`config.mk`:
```
export PLATFORM = sky130hd
export DESIGN_NAME = line_xfer_engine
export DESIGN_NICKNAME = d
export VERILOG_FILES = /design/src/rtl/line_xfer_engine.sv
export SDC_FILE = /design/constraint.sdc
export NUM_CORES = 1
export LEC_CHECK = 0
export ABC_AREA = 1
export BUFFER_PORTS_ARGS = -buffer_cell sky130_fd_sc_hd__buf_2
export CAP_MARGIN = 30
export CORE_ASPECT_RATIO = 0.8
export CORE_MARGIN = 3
export CORE_UTILIZATION = 47
export CTS_CLUSTER_DIAMETER = 80
export DETAILED_ROUTE_END_ITERATION = 10
export PLACE_DENSITY = 0.86
export SLEW_MARGIN = 20
export SYNTH_ARGS = -nofsm -noshare
export SYNTH_HDL_FRONTEND = slang
export SYNTH_SLANG_ARGS = --single-unit
```
`constraint.sdc`:
```
create_clock -name clk -period 1.8 [get_ports clk]
set_input_delay 0.18 -clock clk [delete_from_list [all_inputs] [get_ports clk]]
set_output_delay 0.18 -clock clk [all_outputs]
set_load 0.1 [all_outputs]
```
`src/rtl/line_xfer_engine.sv`:
```
// line_xfer_engine: moves one 4-word cache line between the data array and memory.
// An optional victim writeback comes first, then the line fill. Read data comes
// back 2 cycles after the memory accepts the request, and each word is written
// into the cache as it returns.
// Optional feature: define LXE_CRITICAL_WORD_FIRST_EN to start the fill at the
// requested word and wrap around from there.
module line_xfer_engine (
    input  logic        clk,
    input  logic        rst,
    input  logic        cmd_valid,
    input  logic        cmd_wb,
    output logic        cmd_ready,
    input  logic [12:0] fill_addr,
    input  logic [1:0]  fill_word,
    input  logic [12:0] wb_addr,
    output logic [1:0]  cache_word_sel,
    input  logic [15:0] cache_rd_word,
    output logic        cache_wr,
    output logic [15:0] cache_wr_data,
    output logic [15:0] mem_addr,
    output logic        mem_rd,
    output logic        mem_wr,
    output logic [15:0] mem_data_out,
    input  logic [15:0] mem_data_in,
    input  logic        mem_stall,
    input  logic        mem_err,
    output logic        done,
    output logic        err,
    output logic        crit_word_valid
);
    localparam int unsigned LINE_AW = 13;
    localparam int unsigned WORD_W  = 16;
    localparam int unsigned IDX_W   = 2;

    typedef enum logic [2:0] {
        ST_IDLE,
        ST_WB,
        ST_RD,
        ST_DRAIN,
        ST_DONE
    } state_e;

    state_e             state_q, state_d;
    logic [IDX_W-1:0]   cnt_q, cnt_d;
    logic [LINE_AW-1:0] fill_addr_q, fill_addr_d;
    logic [LINE_AW-1:0] wb_addr_q, wb_addr_d;
    logic               err_q, err_d;
    logic               p1_v_q, p1_v_d;
    logic [IDX_W-1:0]   p1_idx_q, p1_idx_d;
    logic               p2_v_q;
    logic [IDX_W-1:0]   p2_idx_q;
    logic [IDX_W-1:0]   rd_idx;
    logic               accept;

    assign accept = cmd_valid && (state_q == ST_IDLE);

`ifdef LXE_CRITICAL_WORD_FIRST_EN
    logic [IDX_W-1:0] start_q;

    // The first fill word is the requested word; the counter adds the wrap offset
    always_ff @(posedge clk or posedge rst) begin
        if (rst) begin
            start_q <= '0;
        end else if (accept) begin
            start_q <= fill_word;
        end
    end

    assign rd_idx          = start_q + cnt_q;
    assign crit_word_valid = p2_v_q && (p2_idx_q == start_q);
`else
    logic unused_fill_word;

    assign unused_fill_word = ^fill_word;
    assign rd_idx           = cnt_q;
    assign crit_word_valid  = 1'b0;
`endif

    // State, counter, latched command and read-tracking pipeline
    always_ff @(posedge clk or posedge rst) begin
        if (rst) begin
            state_q     <= ST_IDLE;
            cnt_q       <= '0;
            fill_addr_q <= '0;
            wb_addr_q   <= '0;
            err_q       <= 1'b0;
            p1_v_q      <= 1'b0;
            p1_idx_q    <= '0;
            p2_v_q      <= 1'b0;
            p2_idx_q    <= '0;
        end else begin
            state_q     <= state_d;
            cnt_q       <= cnt_d;
            fill_addr_q <= fill_addr_d;
            wb_addr_q   <= wb_addr_d;
            err_q       <= err_d;
            p1_v_q      <= p1_v_d;
            p1_idx_q    <= p1_idx_d;
            p2_v_q      <= p1_v_q;
            p2_idx_q    <= p1_idx_q;
        end
    end

    // Next-state logic; an error stops issuing and drains whatever reads are in flight
    always_comb begin
        state_d     = state_q;
        cnt_d       = cnt_q;
        fill_addr_d = fill_addr_q;
        wb_addr_d   = wb_addr_q;
        err_d       = err_q;
        p1_v_d      = 1'b0;
        p1_idx_d    = rd_idx;

        unique case (state_q)
            ST_IDLE: begin
                if (accept) begin
                    fill_addr_d = fill_addr;
                    wb_addr_d   = wb_addr;
                    err_d       = 1'b0;
                    cnt_d       = '0;
                    state_d     = cmd_wb ? ST_WB : ST_RD;
                end
            end
            ST_WB: begin
                if (mem_err) begin
                    err_d   = 1'b1;
                    state_d = ST_DRAIN;
                end else if (!mem_stall) begin
                    cnt_d = cnt_q + IDX_W'(1);
                    if (cnt_q == IDX_W'(3)) begin
                        state_d = ST_RD;
                    end
                end
            end
            ST_RD: begin
                if (mem_err) begin
                    err_d   = 1'b1;
                    state_d = ST_DRAIN;
                end else if (!mem_stall) begin
                    p1_v_d = 1'b1;
                    cnt_d  = cnt_q + IDX_W'(1);
                    if (cnt_q == IDX_W'(3)) begin
                        state_d = ST_DRAIN;
                    end
                end
            end
            ST_DRAIN: begin
                if (!p1_v_q && !p2_v_q) begin
                    state_d = ST_DONE;
                end
            end
            ST_DONE: begin
                state_d = ST_IDLE;
            end
            default: begin
                state_d = ST_IDLE;
            end
        endcase
    end

    // Outputs decode registered state; data buses pass through only while in use
    assign cmd_ready      = (state_q == ST_IDLE);
    assign mem_wr         = (state_q == ST_WB);
    assign mem_rd         = (state_q == ST_RD);
    assign mem_addr       = mem_wr ? {wb_addr_q, cnt_q, 1'b0} :
                            mem_rd ? {fill_addr_q, rd_idx, 1'b0} : '0;
    assign mem_data_out   = mem_wr ? cache_rd_word : WORD_W'(0);
    assign cache_wr       = p2_v_q;
    assign cache_wr_data  = p2_v_q ? mem_data_in : WORD_W'(0);
    assign cache_word_sel = mem_wr ? cnt_q : (p2_v_q ? p2_idx_q : '0);
    assign done           = (state_q == ST_DONE);
    assign err            = (state_q == ST_DONE) && err_q;

endmodule
```
; Word-level counts from Yosys, hierarchy flattened
; Cells that the tools add are included.
[word_totals]
regBits = 38
out_inout_bits = 57
elab_cells = 62
[classes]
add_sub_neg = 1
n_eq_ne = 14
n_mux = 26
n_reduce_logical = 12
[op_table]
columns = cell, count
row1 = two-way mux 16 bit, 4
row2 = two-way mux 3 bit, 8
row3 = two-way mux 2 bit, 6
row4 = case mux 3 bit (4 select lines), 1
row5 = == test 3 x 2 -> 1 bit (second input constant), 2
row6 = inequality test 2 bit (second input constant), 3
row7 = inequality test 3 x 1 -> 1 bit (second input constant), 2
row8 = inequality test 3 x 2 -> 1 bit (second input constant), 2
row9 = AND reduction 6 bit, 1
row10 = two-way mux 1 bit, 5
row11 = inequality test 2 x 1 -> 1 bit (second input constant), 2
row12 = case mux 2 bit (2 select lines), 1
row13 = AND reduction 4 bit, 1
row14 = == test 3 x 1 -> 1 bit (second input constant), 1
row15 = == test 3 bit (second input constant), 1
row16 = logical AND 1 bit, 3
row17 = logical NOT 3 bit, 1
row18 = AND reduction 3 bit, 1
row19 = adder 2 x 1 -> 2 bit (second input constant), 1
row20 = == test 2 bit (second input constant), 1
row21 = logical NOT 1 bit, 2
row22 = case mux 1 bit (2 select lines), 1
row23 = AND reduction 2 bit, 1
row24 = nonzero test 2 bit, 1
row25 = OR reduction 2 bit, 1

; Depth between registers and ports, before layout
[depth]
word_depth = 5
ltp_mapped = 9
depth_no_buf = 8

; Least setup slack after synthesis
; No wires, ideal clock.
[synth_timing]
path_type = reg-to-output
from = register state_q[0]
to = output port err
arrival_time_ns = 3.429
required_ns = 1.620
path_slack_ns = -1.809
path_stages_with_launch = 3
cell_sequence = dfrtp_1 -> buf_2 -> nor4_1
[synth_between]
elab_chain_cells = 2
[synth_lines]
columns = item, line
row1 = start: declaration, 43  ; state_e state_q, state_d;
row2 = start signal: assignment, 92  ; state_q <= state_d;
row3 = == test 3 bit, 172  ; assign err = (state_q == ST_DONE) && err_q;
row4 = logical AND 1 bit, 172
row5 = end: declaration, 28  ; output logic err,
; Every way passes these cells.

; Worst setup path in the final report
[layout_timing]
from = register state_q[1]
to = output port mem_data_out[1]
[layout_between]
elab_chain_cells = 2
[layout_lines]
columns = item, line
row1 = == test 3 x 1 -> 1 bit, 163  ; assign mem_wr = (state_q == ST_WB);
row2 = two-way mux 16 bit, 167  ; assign mem_data_out = mem_wr ? cache_rd_word : WORD_W'(0);
row3 = end: declaration, 23  ; output logic [15:0] mem_data_out,
; Every way passes these cells.

==> metrics.cfg <==
[run_status]
status = finished, violations left
failed_checks = negative setup slack

[cells_and_area]
final_cells = 465
finish.utilization_pct = 94.3
drive_gt1_share_pct = 49.4
nNetsFinal = 475
final_common_cell = buf_2
fill_cells = 118
areaGrowthSynthToFinish_pct = 83.9
final_cell_mix = 81 x buf_2, 59 x nand2_1, 58 x inv_1

[die]
core_area_mm2 = 0.00400
die_x_um = 79.9
die_area_mm2 = 0.00520
placementRows = 20
io_pins = 123
start_util_pct = 51.3
dieHeight_um = 65.1

[sta]
fmax_ghz = 0.551
min_period_ns = 1.82
period_share_pct = 101
worstMarginPinSlew_ns = 0.503
rsz0062_at_grt = true
timing.final.ws_setup_ns = -0.0158
setup_viol = 1
hold_viol = 0
skew_ns = 0.00496
fin_hold_ws_ns = 0.0174
slew_headroom_pct = 66.5
final_max_slew_viol_count = 0

[drt]
drtAntennaViolNets = 0
routedWlPerCell_um = 22.2
via_count = 2685
wl_met3_mm = 1.14
wl_met1_mm = 3.17
first_pass_iters = 5
wl_met2_mm = 5.24
wirelength_mm = 10.3
top_layer = met4
post-route-drc-count = 0
drt_iter0_drc = 320
via_per_inst = 5.77

[critical_path]
crit_path_cell_trace = inv_2 > nand3_4 > buf_4 > nor2_1 > buf_12
reg2reg_setup_slack_ns = 0.16
cp-start-kind = flip-flop
crit_fanout = 6
rr_endpoint = wb_addr_q[0]$_DFFE_PP0P_
worstSetupPathType = flip-flop to primary output
reg2regPathDepth = 7
rr_startpoint = state_q[0]$_DFFE_PP0P_
cp.required_ns = 1.62
crit_slowest_cell = dfrtp_2
critical-path-max-stage-delay_ns = 0.45
worst_setup_path_end_kind = primary output
arrival_ns = 1.64

[run]
maxCapViolations = 0

[global_routing]
grt_pass1_wl_mm = 12.2
track_usage_pct = 31.0
grt_max_degree = 54
grt_overflow = 0
grt_pass1_vias = 2410
grt_antenna_before_repair = 1

[synth]
ys_seq_area_share_pct = 46.3
synth_area_mm2 = 0.00205
synth_area_per_cell_um2 = 7.33
yosysWarningCount = 0
ys_seq_elements = 38
syn-instance-count = 280
synthDistinctLibCells = 27

[placed_design]
place_ws_ns = 0.219
placed_cells = 448
globalplace.congestion = 0.870
portBuffers = 118
dp_hpwl_mm = 5.18

[worst_hold_path]
hold_class = primary input to asynchronous set/reset pin

[clocking]
insertion_delay_ns = 0.29
cts_root_buffer = clkbuf_8
path_clk_slew_ns = 0.08
htree_levels = 2
cts_tree = done
ctsHoldBuffers = 0
cts_made_buffers = 5
clock_sinks = 38
clock_path_buffers = 2

-- synth_stat cells, drive strengths merged --
cell	count	area share [%]
nand2	69	13
a21boi	1	0.55
conb	1	0.18
nor3	1	0.24
nand3	15	4.8
clkbuf	2	0.49
nand4	1	0.30
inv	74	14
nor4	1	0.30
ha	1	0.61
or2	1	0.30
o21ai	27	6.6
dfrtp	38	46
o22ai	13	4.0
buf	13	4.3
a21oi	2	0.67
nor2	20	4.0
-- worst max-delay path by stage --
stage	start	cells after the start	endpoint	slack, ns
global route	state_q[0]$_DFFE_PP0P_	7	fill_addr_q[8]$_DFFE_PP0P_	-0.11
global placement	state_q[1]$_DFFE_PP0P_	5	mem_addr[14]	0.25
floorplan	state_q[2]$_DFFE_PP0P_	4	mem_data_out[0]	-0.55
detailed placement	state_q[1]$_DFFE_PP0P_	5	mem_data_out[13]	0.22
CTS	state_q[1]$_DFFE_PP0P_	5	mem_addr[4]	0.02
finish	state_q[1]$_DFFE_PP0P_	5	mem_data_out[1]	-0.02
-- layer usage --
| layer | up-vias | GRT usage, % |
|---|---|---|
| met5 | - | 0 |
| met4 | 0 | 14.1 |
| met3 | 76 | 5.62 |
| met2 | 272 | 60.0 |
| met1 | 1244 | 32.2 |
| li1 | 1093 | - |
-- what timing repair did --
action | in CTS | in global routing
pin swaps | 0 | 1
gates resized for setup | 1 | 13
endpoints found under the hold margin | 0 | 0
endpoints found under the setup margin | 27 | 26
buffers inserted | 4 | 4
-- kinds of logic after synthesis --
logic type,after synthesis,synth area share [%]
AND/OR/NAND/NOR,108,22.8
flip-flops,38,46.3
buffers and inverters,89,18.3
AO/OA/AOI/OAI,43,11.8
adder cells (fa/ha/maj),1,0.609
other,1,0.183
-- stage by stage --
stage	cell area [µm²]	setup TNS (ns)
3_5_place_dp	3570	0
5_1_grt	3770	-0.222
3_3_place_gp	3570	0
2_1_floorplan	2370	-9.61
6_report	3770	-0.0158
4_1_cts	3700	0
-- registers in the layout, summed over array words and instances (netlist names) --
name,count
p1_idx_q,2
p2_idx_q,2
cnt_q,2
fill_addr_q,13
wb_addr_q,13
err_q,1
cache_wr,1
p1_v_q,1
state_q,3
-- critical path: cells and delay by family, from the launching register on --
family	cells	cell delay, ns
and+or+nand+nor	2	0.37
buffers and inverters	3	0.52
DFF	1	0.45
-- layout make-up --
| class | count | area (µm²) | area share (%) |
|---|---|---|---|
| timing repair buffer | 135 | 1300 | 34.4 |
| multi-input combinational | 154 | 1030 | 27.4 |
| sequential | 38 | 956 | 25.3 |
| inverter | 74 | 323 | 8.55 |
| clock buffer | 7 | 86.3 | 2.29 |
| tap | 55 | 68.8 | 1.82 |
| clock inverter | 1 | 5.00 | 0.133 |
| antenna | 1 | 2.50 | 0.0663 |
Power is not shown: default switching activity piles up to over one toggle a cycle in this logic, so the estimate is an artifact.
